**src/rtl/lii_phy_tx_arbiter.sv**
```systemverilog
// LII transmit endpoint: round-robin burst arbitration of NIN producer streams into one
// LII output channel through a 2-entry skid buffer. Optional counters: LII_TX_STATS_EN.
module lii_phy_tx_arbiter #(
  parameter int NIN   = 4,
  parameter int DW    = 192,
  parameter int PW    = 256,
  parameter int BURST = 4
) (
  input  logic              aclk,
  input  logic              arst,
  input  logic [NIN*DW-1:0] s_tdata,
  input  logic [NIN-1:0]    s_tvalid,
  output logic [NIN-1:0]    s_tready,
  input  logic [NIN*8-1:0]  s_dst,
  input  logic [7:0]        node_id,
  output logic [PW-1:0]     lii_out_p0_tdata,
  output logic              lii_out_p0_tvalid,
  input  logic              lii_out_p0_tready,
  output logic [7:0]        lii_out_p0_src,
  output logic [7:0]        lii_out_p0_dst,
  output logic [2:0]        grant_idx
`ifdef LII_TX_STATS_EN
  ,
  output logic [NIN*32-1:0] stat_beats,
  output logic [31:0]       stat_stall
`endif
);

  localparam int CW = $clog2(BURST + 1);

  typedef enum logic {IDLE, GRANT} state_t;

  typedef struct packed {
    logic [PW-1:0] data;
    logic [7:0]    src;
    logic [7:0]    dst;
  } beat_t;

  state_t        state_reg, state_next;
  logic [2:0]    grant_idx_reg, grant_idx_next;
  logic [2:0]    rr_ptr_reg, rr_ptr_next;
  logic [CW-1:0] burst_cnt_reg, burst_cnt_next;
  logic [1:0]    count_reg;
  beat_t         head_reg, tail_reg;
  beat_t         beat_in;

  logic          accept_allowed;
  logic          accept;
  logic          pop;
  logic          exit_now;
  logic          g_valid;
  logic [DW-1:0] g_data;
  logic [7:0]    g_dst;

  // First valid index at or after start, wrapping; lo is the wrap-around fallback.
  function automatic logic [2:0] rr_pick(input logic [NIN-1:0] v, input logic [2:0] start);
    logic [2:0] lo;
    logic [2:0] hi;
    logic       hi_found;
    lo       = '0;
    hi       = '0;
    hi_found = 1'b0;
    for (int i = NIN - 1; i >= 0; i--) begin
      if (v[i]) begin
        lo = 3'(i);
        if (3'(i) >= start) begin
          hi       = 3'(i);
          hi_found = 1'b1;
        end
      end
    end
    return hi_found ? hi : lo;
  endfunction

  function automatic logic [2:0] next_idx(input logic [2:0] p);
    return (p == 3'(NIN - 1)) ? 3'd0 : p + 3'd1;
  endfunction

  // Readiness depends only on registered occupancy, never on the fabric's tready.
  assign accept_allowed = (count_reg != 2'd2);
  assign pop            = lii_out_p0_tvalid & lii_out_p0_tready;

  always_comb begin
    g_valid = 1'b0;
    g_data  = '0;
    g_dst   = '0;
    for (int i = 0; i < NIN; i++) begin
      if (grant_idx_reg == 3'(i)) begin
        g_valid = s_tvalid[i];
        g_data  = s_tdata[i*DW +: DW];
        g_dst   = s_dst[i*8 +: 8];
      end
    end
  end

  assign accept = (state_reg == GRANT) & g_valid & accept_allowed & ~arst;

  genvar gi;
  for (gi = 0; gi < NIN; gi++) begin : g_ready
    assign s_tready[gi] = (state_reg == GRANT) && (grant_idx_reg == 3'(gi)) &&
                          accept_allowed && !arst;
  end

  always_comb begin
    beat_in.data = PW'(g_data);
    beat_in.src  = node_id;
    beat_in.dst  = g_dst;
  end

  always_comb begin
    state_next     = state_reg;
    grant_idx_next = grant_idx_reg;
    rr_ptr_next    = rr_ptr_reg;
    burst_cnt_next = burst_cnt_reg;
    exit_now       = 1'b0;
    case (state_reg)
      IDLE: begin
        if (|s_tvalid) begin
          grant_idx_next = rr_pick(s_tvalid, rr_ptr_reg);
          burst_cnt_next = '0;
          state_next     = GRANT;
        end
      end
      GRANT: begin
        if (accept) begin
          burst_cnt_next = burst_cnt_reg + CW'(1);
          if (burst_cnt_reg == CW'(BURST - 1)) exit_now = 1'b1;
        end else if (!g_valid && accept_allowed) begin
          exit_now = 1'b1;
        end
        // Re-arbitrate from the stream after the current one; the current stream
        // competes last, which also covers NIN=1 burst expiry without a bubble.
        if (exit_now) begin
          rr_ptr_next    = next_idx(grant_idx_reg);
          burst_cnt_next = '0;
          if (|s_tvalid) grant_idx_next = rr_pick(s_tvalid, next_idx(grant_idx_reg));
          else           state_next     = IDLE;
        end
      end
      default: state_next = IDLE;
    endcase
  end

  always_ff @(posedge aclk) begin
    if (arst) begin
      state_reg     <= IDLE;
      grant_idx_reg <= '0;
      rr_ptr_reg    <= '0;
      burst_cnt_reg <= '0;
    end else begin
      state_reg     <= state_next;
      grant_idx_reg <= grant_idx_next;
      rr_ptr_reg    <= rr_ptr_next;
      burst_cnt_reg <= burst_cnt_next;
    end
  end

  // Head register feeds the outputs; tail holds the second entry behind it.
  always_ff @(posedge aclk) begin
    if (arst) begin
      count_reg <= '0;
      head_reg  <= '0;
      tail_reg  <= '0;
    end else begin
      case ({accept, pop})
        2'b10: begin
          if (count_reg == 2'd0) head_reg <= beat_in;
          else                   tail_reg <= beat_in;
          count_reg <= count_reg + 2'd1;
        end
        2'b01: begin
          head_reg  <= tail_reg;
          count_reg <= count_reg - 2'd1;
        end
        2'b11: begin
          if (count_reg == 2'd1) begin
            head_reg <= beat_in;
          end else begin
            head_reg <= tail_reg;
            tail_reg <= beat_in;
          end
        end
        default: ;
      endcase
    end
  end

  assign lii_out_p0_tvalid = (count_reg != 2'd0);
  assign lii_out_p0_tdata  = head_reg.data;
  assign lii_out_p0_src    = head_reg.src;
  assign lii_out_p0_dst    = head_reg.dst;
  assign grant_idx         = grant_idx_reg;

`ifdef LII_TX_STATS_EN
  logic [31:0] stat_stall_reg;

  for (gi = 0; gi < NIN; gi++) begin : g_stat
    logic [31:0] beats_reg;
    always_ff @(posedge aclk) begin
      if (arst)
        beats_reg <= '0;
      else if (accept && grant_idx_reg == 3'(gi) && beats_reg != '1)
        beats_reg <= beats_reg + 32'd1;
    end
    assign stat_beats[gi*32 +: 32] = beats_reg;
  end

  always_ff @(posedge aclk) begin
    if (arst)
      stat_stall_reg <= '0;
    else if (lii_out_p0_tvalid && !lii_out_p0_tready && stat_stall_reg != '1)
      stat_stall_reg <= stat_stall_reg + 32'd1;
  end
  assign stat_stall = stat_stall_reg;
`endif

  // Producers must hold a pending beat until it is taken.
  for (gi = 0; gi < NIN; gi++) begin : g_hold_chk
    assert property (@(posedge aclk) disable iff (arst)
      (s_tvalid[gi] && !s_tready[gi]) |=>
        (s_tvalid[gi] && $stable(s_tdata[gi*DW +: DW]) && $stable(s_dst[gi*8 +: 8])));
  end

endmodule

```
**config.mk**
```make
export PLATFORM = sky130hd
export DESIGN_NAME = lii_phy_tx_arbiter
export DESIGN_NICKNAME = d
export VERILOG_FILES = /design/src/rtl/lii_phy_tx_arbiter.sv
export SDC_FILE = /design/constraint.sdc
export NUM_CORES = 1
export LEC_CHECK = 0
export ABC_CLOCK_PERIOD_IN_PS = 8300
export CAP_MARGIN = 25
export CORE_AREA = 10 10 421 423
export CTS_CLUSTER_DIAMETER = 40
export DETAILED_ROUTE_END_ITERATION = 6
export DIE_AREA = 0 0 431 433
export SYNTH_ARGS = -nofsm -noshare
export SYNTH_HDL_FRONTEND = slang
export SYNTH_SLANG_ARGS = --single-unit
export TNS_END_PERCENT = 30
```
**constraint.sdc**
```tcl
create_clock -name aclk -period 8.3 [get_ports aclk]
set_clock_uncertainty 0.1 [all_clocks]
set_input_delay 2.075 -clock aclk [delete_from_list [all_inputs] [get_ports aclk]]
set_output_delay 2.075 -clock aclk [all_outputs]
set_load 0.005 [all_outputs]
```
==> After elaboration in Yosys (flattened, before gate mapping) <==
Cells that the tools add are included.
{ "word_totals": {"wordCells": 150, "out_inout_bits": 280, "input_bits": 815, "register_bits": 556} }
{ "op_classes": {"mux": 78, "bitwise_logic": 6, "eq_ne": 16, "n_addsub": 4, "n_lt_le_gt_ge": 8, "reduce_logical": 27} }
{ "op_table": {"columns": ["op", "n"], "rows": [
  ["$mux 272", 4],
  ["$pmux 272 s3", 1],
  ["$mux 192", 4],
  ["$pmux 272 s2", 1],
  ["$mux 3", 24],
  ["$mux 8", 4],
  ["$mux 1", 31],
  ["$logic_and 1x1->1", 13],
  ["$ge 1x3->1 const A", 4],
  ["$ge 2x3->1 const A", 4],
  ["$pmux 3 s2", 2],
  ["$mux 2", 5],
  ["$ne 2x2->1 const B", 5],
  ["$eq 3x2->1 const B", 3],
  ["$add 3x1->3 const B", 2],
  ["$reduce_and 2->1", 3],
  ["$reduce_and 3->1", 2],
  ["$reduce_bool 2->1", 3],
  ["$and 1x1->1", 4],
  ["$eq 2x1->1 const B", 2],
  ["$eq 2x2->1 const B", 2],
  ["$ne 2x1->1 const B", 2],
  ["$pmux 2 s2", 1],
  ["$reduce_or 4->1", 1],
  ["other kinds (10)", 12]
]} }

==> Depth between registers and ports, before layout <==
Gate-level depths: netlist of the first run.
{ "logic_depth": {"ltp_word": 18, "mapped_depth": 13} }

==> Worst setup path after synthesis of the first run <==
OpenSTA, ideal clock, no wires.
{ "synth_timing": {"kind": "input -> output", "startpoint": "input port arst", "endpoint": "output port s_tready[0]", "required_time_ns": 6.125, "arrival_ns": 2.617, "path_stages": 3, "path_buffers": 1, "slack_ns": 3.508, "cell_sequence": "buf_2 nor2_1 and2_1"} }
{ "synth_between": {"elab_chain_cells": 2} }
{ "synth_rtl": {"columns": ["element", "line", "rtl"], "rows": [
  ["from (decl)", "10", "input logic arst,"],
  ["$logic_not 1->1", "101", "accept_allowed && !arst;"],
  ["$logic_and 1x1->1", "101", null],
  ["to (decl)", "13", "output logic [NIN-1:0] s_tready,"]
]} }
Every way passes these cells.

==> Worst setup path in the final report of the first run <==
Ends and elaborated chain as after synthesis.

==> results.md, run 1 <==
- Number of enable flip-flop cells after synthesis: 0
- Maximum cell stage delay along the critical path: slightly below 0.6 ns
- Leak pwr: about 0.015 uW
- Most instantiated flip-flop cell in the synthesis netlist: sky130_fd_sc_hd__dfxtp_1
- Half-perimeter wire length after placement: 129000 um
- Chip width: around 430 um
- TritonCTS clock tree: yes
- Number of antenna violations at the first check in global routing: 90
- DIE AREA: 0.187 mm^2
- Max FFs per register: approximately 210
- Setup TNS: 0 ns
- Critical Path RT: roughly 6 ns
- Post-Syn Instances: 2725
- Mapped cell area: approximately 0.024 mm^2
- Clock network latency to the later pin of the worst-skew pair: approximately 0.71 ns
- Setup slack of the critical path after layout: about 2.5 ns
- Number of global-route vias before repair: about 25000
- Category of the worst setup path capture point: output port
- Number of DRC markers in iteration 0: a little over 2000
- Sequential cell area: about 0.0085 mm^2
- Measured slew at the worst slew-check pin: between 1 and 1.5 ns
- Crit Path Class: in2out
- Tot Pwr: between 10000 and 15000 uW
- Buffers on Ports: between 1000 and 1500
- CP Max Fanout: 46
- Area used by multi-input combinational logic: 0.0129 mm^2
- Share of synthesized area occupied by flip-flops and latches: 0.360
- Sink count of the clock tree: approximately 430
- Ratio of total power to cell area: around 320 mW/mm^2
- Post-route DRC: 0
- Number of failing setup endpoints in the final timing report: 0
- Largest net degree at the start of global routing: 132
- Async SR Flop Fraction: 0
- Tcrit/Tclk final: 0.697
- Placer congestion estimate: roughly 0.95
- Fill cells: 18200
- Via-per-instance ratio: 4.34
- Layout area overhead: 64.3%
- Crit-path cells: buf_8 -> nor2_1 -> buf_4 -> and2_1 -> clkdlybuf4s50_1
- Number of H-tree levels: 3
- Number of distinct library cells after synthesis: 48
- IO Pins: roughly 1100
- CTS root buf: sky130_fd_sc_hd__clkbuf_16
- Worst setup timing slack at the placement stage: 2.41 ns
- Hold-fix buffer count after cts: 0
- Cell types occupying the most area after synthesis: sky130_fd_sc_hd__dfxtp_1, sky130_fd_sc_hd__a221o_1, sky130_fd_sc_hd__nor2_1, sky130_fd_sc_hd__a22oi_1, sky130_fd_sc_hd__mux2_2
- Top post-synthesis cells by count: sky130_fd_sc_hd__dfxtp_1, sky130_fd_sc_hd__nor2_1, sky130_fd_sc_hd__a221o_1, sky130_fd_sc_hd__a21oi_1, sky130_fd_sc_hd__inv_1
- Maximum count of clock buffers along a single path: 3
- Initial core utilization: 0.140
- Kind of path behind the tightest hold check: reg2reg
- Placed standard-cell area: about 0.036 mm^2
- Number of rows created at floorplan: 151
- Setup repair after global routing missed its margin: no
- Via count: around 26000
- CP max-delay cell: sky130_fd_sc_hd__clkdlybuf4s50_1
- Area of the placeable core: 0.169 mm^2
- Final hold violations: 0
- Synth top area share: 0.360
- Avg Inst Size Synth: roughly 8.7 um^2
- Aggregate routed wire length: about 160000 um
- Startpoint type of the worst setup path: primary input
- Drt pass-1 iters: 5
- Status: completed
- Combinational family with the most area after synthesis: compound AO/OA/AOI/OAI gates
- Library cell with the largest summed area after synthesis: sky130_fd_sc_hd__dfxtp_1
- Count of placed standard cells including taps: roughly 5700
- Final min period: 5.79 ns
- Flip-flop and latch count after synthesis: roughly 430
- Area share of fa/ha/maj cells after synthesis: 0.00634
- Congestion Overflow GR: 0
- Compound-gate portion of the synthesized area: 0.291
- Residual antenna-violating net count after detailed routing: 0
- Max Clk Rate: ~0.17 GHz
- Most frequently used cell type in the post-synthesis netlist: sky130_fd_sc_hd__dfxtp_1
- CTS Buf Count: 93
- Fin area: 0.0389 mm^2
- Max-cap violations: 0
- Slew headroom: 0.183
- Worst endpoint data arrival time: 3.61 ns
- Portion of netlist area occupied by mux cells: 0.0994
- Wire length of the first global-routing pass: between 200000 and 250000 um
- Simple logic cell fraction of the synthesized area: 0.133
- Max-slew violation count: 0
- Average wire per cell in the routed design: ~27 um
- Ys Warns: 0
- Clk slew on worst S/H paths: around 0.05 ns
- Share of the synthesized netlist area taken by xor and xnor gates: 0.000740
- Non-filler cells, final: between 5000 and 6000
- Count of nets after finishing: 4440
- VDD IR-drop max: 0.000160 V
- Overall fraction of global-route tracks in use: 0.160
- Post-cts gate resize count: 0
- Die outline height: 433 um
- Post-CTS repair timing setup buffer count: 0
- Share of layout cells above drive strength 1: 0.0924
-- where the power goes --
part	internal (uW)	total (uW)	switching (uW)
sequential	2440	2670	235
clock	2390	3780	1380
combinational	2400	6110	3710
total	7220	12600	5330
-- path summary, 6_finish.rpt --
path | start | endpoint | slack (ns) | depth (start not counted)
max | arst | s_tready[0] | 2.51 | 5
min | tail_reg[100] | lii_out_p0_tdata[84] | 0.33 | 1
max reg2reg | grant_idx[0] | lii_out_p0_tdata[97] | 3.05 | 12
min reg2reg | tail_reg[100] | lii_out_p0_tdata[84] | 0.33 | 1
-- cell families after synthesis --
kind of cell | Yosys count
compound gates | 854
mux | 210
other cells | 1
buf+inv | 547
fa+ha+maj | 12
xor+xnor | 2
simple gates | 673
flops | 426
-- cell usage in the layout, fill, tap and decap left out, types with 5 or more instances in the layout --
master / synthesis / routed
sky130_fd_sc_hd__conb_1: 1 / 65
sky130_fd_sc_hd__clkbuf_16: 0 / 93
sky130_fd_sc_hd__mux2_2: 125 / 125
sky130_fd_sc_hd__diode_2: 0 / 22
sky130_fd_sc_hd__clkbuf_1: 198 / 12
sky130_fd_sc_hd__a22oi_1: 207 / 207
sky130_fd_sc_hd__buf_12: 0 / 6
sky130_fd_sc_hd__buf_4: 73 / 32
sky130_fd_sc_hd__inv_6: 0 / 7
sky130_fd_sc_hd__nand2_1: 13 / 13
sky130_fd_sc_hd__a21oi_1: 218 / 218
sky130_fd_sc_hd__clkinv_4: 0 / 5
sky130_fd_sc_hd__inv_1: 209 / 209
sky130_fd_sc_hd__dfxtp_1: 426 / 426
sky130_fd_sc_hd__o21ai_0: 9 / 9
sky130_fd_sc_hd__nand2b_1: 23 / 23
sky130_fd_sc_hd__clkinvlp_4: 0 / 17
sky130_fd_sc_hd__mux2i_1: 10 / 10
sky130_fd_sc_hd__a221o_1: 399 / 399
sky130_fd_sc_hd__ha_1: 12 / 9
sky130_fd_sc_hd__clkbuf_8: 0 / 6
sky130_fd_sc_hd__bufinv_16: 0 / 8
sky130_fd_sc_hd__mux2_1: 75 / 75
sky130_fd_sc_hd__nor2b_1: 202 / 201
sky130_fd_sc_hd__nor2_1: 417 / 416
sky130_fd_sc_hd__clkdlybuf4s50_1: 0 / 1028
sky130_fd_sc_hd__clkinv_2: 0 / 18
-- worst max-delay path: cells and delay by family --
| family | cells | cell delay, ns |
|---|---|---|
| buffers and inverters | 3 | 0.98 |
| AND/OR/NAND/NOR | 2 | 0.52 |
-- through the flow --
stage | util | hold slack, ns
6_report | 0.230 | 0.325
5_1_grt | 0.230 | 0.361
4_1_cts | 0.230 | 0.332
3_5_place_dp | 0.211 | 0.349
3_3_place_gp | 0.211 | 0.345
2_1_floorplan | - | 0.347
-- final cells by class --
class                      instances  share of cell area
tap                             2218              0.0714
clock inverter                    62              0.0191
multi-input combinational       1816               0.331
sequential                       426               0.219
inverter                         209              0.0202
antenna                           22             0.00142
timing repair buffer            1067               0.274
clock buffer                     111              0.0631
-- routing by layer --
layer  vias to the layer above  GRT usage  routed length, um
met4                        58     0.0479               4620
met2                      1157      0.263              75000
met3                       268     0.0550              15000
met1                     12700      0.198              65500
met5                         -          0                359
li1                      11600          -                  -
Note: power is estimated with default switching activity, not from simulation.
==> run 2: changes to the inputs <==
--- a/config.mk
+++ b/config.mk
@@ -5,12 +5,12 @@
 export SDC_FILE = /design/constraint.sdc
 export NUM_CORES = 1
 export LEC_CHECK = 0
-export ABC_CLOCK_PERIOD_IN_PS = 8300
+export ABC_CLOCK_PERIOD_IN_PS = 5300
 export CAP_MARGIN = 25
-export CORE_AREA = 10 10 421 423
+export CORE_AREA = 10 10 424 426
 export CTS_CLUSTER_DIAMETER = 40
 export DETAILED_ROUTE_END_ITERATION = 6
-export DIE_AREA = 0 0 431 433
+export DIE_AREA = 0 0 434 436
 export SYNTH_ARGS = -nofsm -noshare
 export SYNTH_HDL_FRONTEND = slang
 export SYNTH_SLANG_ARGS = --single-unit
==> constraint.sdc (replaced) <==
create_clock -name aclk -period 5.3 [get_ports aclk]
set_clock_uncertainty 0.1 [all_clocks]
set_input_delay 1.325 -clock aclk [delete_from_list [all_inputs] [get_ports aclk]]
set_output_delay 1.325 -clock aclk [all_outputs]
set_load 0.005 [all_outputs]
==> run 2 against run 1 <==
Combinational power rose by 61%. Final cell count rose by 0.10%. Largest power group unchanged. Non-clock buffer count rose by 9. Hold slack improved by 0.027 ns. Routed wire length rose by 1.4%. Sequential cell count did not move. Highest routed layer unchanged.
==> results.md, run 2 (synthesis gave the netlist of run 1 again) <==
- Chip width: 434 um (+0.70%)
- Via-per-instance ratio: 4.30 (-0.99%)
- Path depth of the worst reg2reg path: 12 (unchanged)
- Wire length of the first global-routing pass: 214000 um (+1.2%)
- Worst endpoint data arrival time: 3.00 ns (-0.61 ns)
- Setup repair after global routing missed its margin: no
- Sink count of the clock tree: 426 (unchanged)
- Number of failing setup endpoints in the final timing report: 0 (unchanged)
- Ratio of total power to cell area: 508 mW/mm^2 (+57%)
- Critical Path RT: 3.88 ns (-2.24 ns)
- Maximum count of clock buffers along a single path: 3 (unchanged)
- Fin area: 0.0391 mm^2 (+0.67%)
- Area used by multi-input combinational logic: 0.0129 mm^2 (unchanged)
- Post-cts gate resize count: 0 (unchanged)
- Worst reg2reg path startpoint: grant_idx[0]
- Number of rows created at floorplan: 152 (+0.66%)
- End of the worst register-to-register path: lii_out_p0_tdata[37]
- VDD IR-drop max: 0.000725 V (+350%)
- Reg-to-reg slack, setup: 1.23 ns (-1.82 ns)
- Placed standard-cell area: 0.0360 mm^2 (+0.95%)
- Post-route DRC: 0 (unchanged)
- Measured slew at the worst slew-check pin: 1.11 ns (-0.115 ns)
- Fill cells: 18500 (+1.6%)
- Tcrit/Tclk final: 0.835
- Final hold violations: 0 (unchanged)
- Number of antenna violations at the first check in global routing: 63 (-30%)
- Category of the worst setup path capture point: output port
- Half-perimeter wire length after placement: 130000 um (+1.1%)
- Residual antenna-violating net count after detailed routing: 0 (unchanged)
- Aggregate routed wire length: 163000 um (+1.4%)
- Share of layout cells above drive strength 1: 0.0938 (+0.00138)
- Max Clk Rate: around 0.23 GHz
- CTS root buf: sky130_fd_sc_hd__clkbuf_16
- IO Pins: 1095 (unchanged)
- Max-slew violation count: 0 (unchanged)
- Leak pwr: 0.0154 uW (+0.92%)
- Slew headroom: 0.260 (+0.0768)
- Number of DRC markers in iteration 0: 1895 (-7.3%)
- Sequential cell area: 0.00853 mm^2 (unchanged)
- Startpoint type of the worst setup path: flip-flop
- Layout area overhead: 65.4%
- Status: completed
- End point of the critical path: s_tready[2]
- Max FFs per register: 208 (unchanged)
- Largest net degree at the start of global routing: 159 (+20%)
- Count of nets after finishing: 4443 (+0.068%)
- Area of the placeable core: 0.171 mm^2 (+1.3%)
- Final min period: 4.43 ns
- Placer congestion estimate: 0.946 (-0.50%)
- Setup TNS: 0 ns (unchanged)
- TritonCTS clock tree: yes
- Number of global-route vias before repair: 24800 (-0.78%)
- Clock network latency to the later pin of the worst-skew pair: 0.67 ns (-0.04 ns)
- Via count: 25500 (-0.89%)
- Max-cap violations: 0 (unchanged)
- CP Max Fanout: 40 (-13%)
- DIE AREA: 0.189 mm^2 (+1.4%)
- Buffers on Ports: 1029 (unchanged)
- Initial core utilization: 0.138 (-0.00185)
- Most frequent cells in the layout: sky130_fd_sc_hd__clkdlybuf4s50_1, sky130_fd_sc_hd__dfxtp_1, sky130_fd_sc_hd__nor2_1
- Drt pass-1 iters: 6 (+1)
- Average wire per cell in the routed design: 27.4 um (+1.3%)
- Hold-fix buffer count after cts: 0 (unchanged)
- Post-CTS repair timing setup buffer count: 0 (unchanged)
- Die outline height: 436 um (+0.69%)
- Number of H-tree levels: 3 (unchanged)
- Kind of path behind the tightest hold check: reg2reg
- Clk slew on worst S/H paths: 0.06 ns (about the same)
- Commonest non-fill, non-tap cell in the layout: sky130_fd_sc_hd__clkdlybuf4s50_1
- Overall fraction of global-route tracks in use: 0.161 (+0.00101)
- Crit Path Class: reg2out
- Worst Setup SP: grant_idx[0]
- Congestion Overflow GR: 0 (unchanged)
- CTS Buf Count: 87 (-6.5%)
==> run 2: final cells by class <==
class,instances,area share
diodes,14,0.000895
repair buffers,1076,0.281
clock buffers,104,0.0601
flip-flops and latches,426,0.218
inverters,209,0.0200
clock inverters,59,0.0200
multi-input cells,1816,0.329
well taps,2233,0.0714
==> run 2: metrics by stage <==
| step | worst slack, ns | cells | power [uW] | hold WS [ns] | util |
|---|---|---|---|---|---|
| 2_1_floorplan | 1.69 | 2789 | 9090 | 0.347 | - |
| 3_3_place_gp | 0.573 | 5759 | 14200 | 0.342 | 0.210 |
| 3_5_place_dp | 0.523 | 5759 | 14200 | 0.344 | 0.210 |
| 4_1_cts | 0.816 | 5922 | 20300 | 0.351 | 0.229 |
| 5_1_grt | 0.727 | 5929 | 20900 | 0.367 | 0.229 |
| 6_report | 0.875 | 5937 | 19900 | 0.352 | 0.229 |
==> run 2: worst max-delay path, cell delays in order (launching register included) <==
cell and delay, ns:
sky130_fd_sc_hd__dfxtp_1 0.40, sky130_fd_sc_hd__inv_1 0.21, sky130_fd_sc_hd__ha_4 0.51, sky130_fd_sc_hd__buf_4 0.48, sky130_fd_sc_hd__and2_1 0.20, sky130_fd_sc_hd__clkdlybuf4s50_1 0.51
==> run 2: report_power, final <==
group          internal, uW  switching, uW  total, uW  leakage [uW]
combinational          3870           5930       9810        0.0104
sequential             3810            390       4200       0.00345
clock                  3780           2110       5890       0.00153
==> run 2: how the worst min path moves through the flow <==
stage	start	end	slack, ns	cells after the start
2_1_floorplan	tail_reg[16]	lii_out_p0_tdata[0]	0.35	1
3_3_place_gp	lii_out_p0_src[7]	lii_out_p0_src[7]	0.34	2
3_5_place_dp	lii_out_p0_src[7]	lii_out_p0_src[7]	0.34	2
4_1_cts	lii_out_p0_src[7]	lii_out_p0_src[7]	0.35	2
5_1_grt	lii_out_p0_src[3]	lii_out_p0_src[3]	0.37	2
6_report	lii_out_p0_src[1]	lii_out_p0_src[1]	0.35	2
==> run 2: routing by layer <==
metal	wire length [um]	global-route usage	vias to the layer above
met3	14600	0.0535	223
met4	3500	0.0391	56
met5	351	0	-
met2	78100	0.272	1020
li1	-	-	11600
met1	66300	0.197	12600
==> run 3: changes to the inputs <==
--- a/config.mk
+++ b/config.mk
@@ -5,12 +5,12 @@
 export SDC_FILE = /design/constraint.sdc
 export NUM_CORES = 1
 export LEC_CHECK = 0
-export ABC_CLOCK_PERIOD_IN_PS = 5300
+export ABC_CLOCK_PERIOD_IN_PS = 4200
 export CAP_MARGIN = 25
-export CORE_AREA = 10 10 424 426
+export CORE_AREA = 10 10 416 418
 export CTS_CLUSTER_DIAMETER = 40
 export DETAILED_ROUTE_END_ITERATION = 6
-export DIE_AREA = 0 0 434 436
+export DIE_AREA = 0 0 426 428
 export SYNTH_ARGS = -nofsm -noshare
 export SYNTH_HDL_FRONTEND = slang
 export SYNTH_SLANG_ARGS = --single-unit
==> constraint.sdc (replaced) <==
create_clock -name aclk -period 4.2 [get_ports aclk]
set_clock_uncertainty 0.1 [all_clocks]
set_input_delay 1.05 -clock aclk [delete_from_list [all_inputs] [get_ports aclk]]
set_output_delay 1.05 -clock aclk [all_outputs]
set_load 0.005 [all_outputs]
==> run 3 against run 2 <==
Utilization up 1.0 points. Critical path depth did not move. Largest power group unchanged. Highest routed layer unchanged. Clock power grew 12%.
==> results.md, run 3 (synthesis gave the netlist of run 1 again) <==
- Fraction of power spent switching nets: 0.421 (-0.00282)
- Buffers on Ports: 1029 (unchanged)
- Leak pwr: 0.0156 uW (+1.1%)
- Number of H-tree levels: 3 (unchanged)
- Max-cap violations: 0 (unchanged)
- Layout area overhead: 66.2%
- Half-perimeter wire length after placement: 131000 um (+0.45%)
- Initial core utilization: 0.144 (+0.00551)
- Overall fraction of global-route tracks in use: 0.164 (+0.00225)
- Number of rows created at floorplan: 149 (-2.0%)
- Average wire per cell in the routed design: 26.8 um (-2.3%)
- Clk network pwr share: 0.269 (-0.027)
- Count of nets after finishing: 4500 (+1.3%)
- Placed standard-cell area: 0.0365 mm^2 (+1.6%)
- Die outline height: 428 um (-1.8%)
- Max FFs per register: 208 (unchanged)
- Sequential cell area: 0.00853 mm^2 (unchanged)
- Number of DRC markers in iteration 0: 2308 (+22%)
- Fin area: 0.0393 mm^2 (+0.45%)
- DIE AREA: 0.182 mm^2 (-3.6%)
- Post-cts gate resize count: 0 (unchanged)
- VDD IR-drop max: 0.000313 V (-57%)
- Share of layout cells above drive strength 1: 0.104 (+0.0105)
- Max-slew violation count: 0 (unchanged)
- Net load switching power: 10400 uW (+23%)
- Critical Path RT: 3.05 ns (-0.83 ns)
- Congestion Overflow GR: 0 (unchanged)
- Placer congestion estimate: 0.965 (+2.0%)
- Startpoint type of the worst setup path: flip-flop
- Number of failing setup endpoints in the final timing report: 0 (unchanged)
- Area of the placeable core: 0.164 mm^2 (-3.8%)
- Final min period: 3.86 ns
- Final hold violations: 0 (unchanged)
- Total internal power: 14300 uW (+24%)
- Gate power share: 0.515 (+0.022)
- Tcrit/Tclk final: 0.920
- Setup TNS: 0 ns (unchanged)
- Wire length of the first global-routing pass: 212000 um (-1.2%)
- Measured slew at the worst slew-check pin: 0.977 ns (-0.132 ns)
- Setup repair after global routing missed its margin: no
- Most frequent cells in the layout: sky130_fd_sc_hd__clkdlybuf4s50_1, sky130_fd_sc_hd__dfxtp_1, sky130_fd_sc_hd__nor2_1
- Drt pass-1 iters: 6 (unchanged)
- IO Pins: 1095 (unchanged)
- Slew headroom: 0.349 (+0.0883)
- Residual antenna-violating net count after detailed routing: 0 (unchanged)
- CTS root buf: sky130_fd_sc_hd__clkbuf_16
- Hold-fix buffer count after cts: 0 (unchanged)
- Kind of path behind the tightest hold check: reg2reg
- Via-per-instance ratio: 4.33 (+0.75%)
- Post-route DRC: 0 (unchanged)
- Number of global-route vias before repair: 25200 (+1.9%)
- TritonCTS clock tree: yes
- Via count: 25700 (+0.68%)
- Max Clk Rate: 0.259 GHz
- CP Max Fanout: 87 (+120%)
- Commonest non-fill, non-tap cell in the layout: sky130_fd_sc_hd__clkdlybuf4s50_1
- Category of the worst setup path capture point: output port
- Worst endpoint data arrival time: 2.71 ns (-0.29 ns)
- Chip width: 426 um (-1.8%)
- Clock network latency to the later pin of the worst-skew pair: 0.66 ns (about the same)
- Post-CTS repair timing setup buffer count: 0 (unchanged)
- Aggregate routed wire length: 159000 um (-2.3%)
- Largest net degree at the start of global routing: 162 (+1.9%)
- Register share of total power: 0.216 (+0.005)
- Clk slew on worst S/H paths: 0.05 ns (about the same)
- Maximum count of clock buffers along a single path: 3 (unchanged)
- Area used by multi-input combinational logic: 0.0129 mm^2 (unchanged)
- Fill cells: 17800 (-3.7%)
- Sink count of the clock tree: 426 (unchanged)
- Ratio of total power to cell area: 626 mW/mm^2 (+23%)
- Status: completed
- Crit Path Class: reg2out
- CTS Buf Count: 79 (-9.2%)
- Number of antenna violations at the first check in global routing: 85 (+35%)
==> run 3: layer usage <==
layer	global-route usage	up-vias	part of all wire
li1	-	11700	-
met1	0.202	12500	0.41
met2	0.272	1164	0.47
met3	0.0578	226	0.094
met4	0.0345	56	0.021
met5	0	-	0.0022
==> run 3: layout make-up <==
cell class	count	share of cell area
Sequential cell	426	0.217
Timing Repair Buffer	1141	0.295
Antenna cell	12	0.000764
Multi-Input combinational cell	1816	0.328
Tap cell	2189	0.0697
Clock buffer	91	0.0529
Inverter	209	0.0200
Clock inverter	49	0.0171
==> run 3: worst paths after layout <==
check	startpoint	cells past startpoint	slack (ns)	end
setup / recovery	grant_idx[0]	5	0.34	s_tready[1]
hold / removal	lii_out_p0_src[0]	2	0.35	lii_out_p0_src[0]
setup reg to reg	grant_idx[1]	12	0.72	lii_out_p0_tdata[49]
hold reg to reg	lii_out_p0_src[0]	2	0.35	lii_out_p0_src[0]
==> run 3: metrics by stage <==
stage	power, uW	std cells	setup slack, ns	hold WS (ns)	utilization
CTS	25000	5921	0.288	0.353	0.239
global placement	18100	5781	0.355	0.343	0.222
floorplan	11500	2789	0.867	0.347	-
detailed placement	18200	5781	0.319	0.346	0.222
finish	24600	5933	0.337	0.351	0.239
global route	25800	5925	0.209	0.376	0.239
==> run 3: power by group through the flow <==
stage	clock network, uW	registers [uW]	logic [uW]
after CTS	6780	5300	12900
final	6620	5310	12700
after global placement	0	5360	12800
after global routing	6950	5380	13500
after detailed placement	0	5360	12800
after floorplan	0	5270	6200
==> run 3: critical path, stage by stage (launching register included) <==
cell and delay, ns:
sky130_fd_sc_hd__dfxtp_1 0.32, sky130_fd_sc_hd__buf_4 0.20, sky130_fd_sc_hd__ha_4 0.34, sky130_fd_sc_hd__buf_12 0.36, sky130_fd_sc_hd__and2_1 0.20, sky130_fd_sc_hd__clkdlybuf4s50_1 0.52
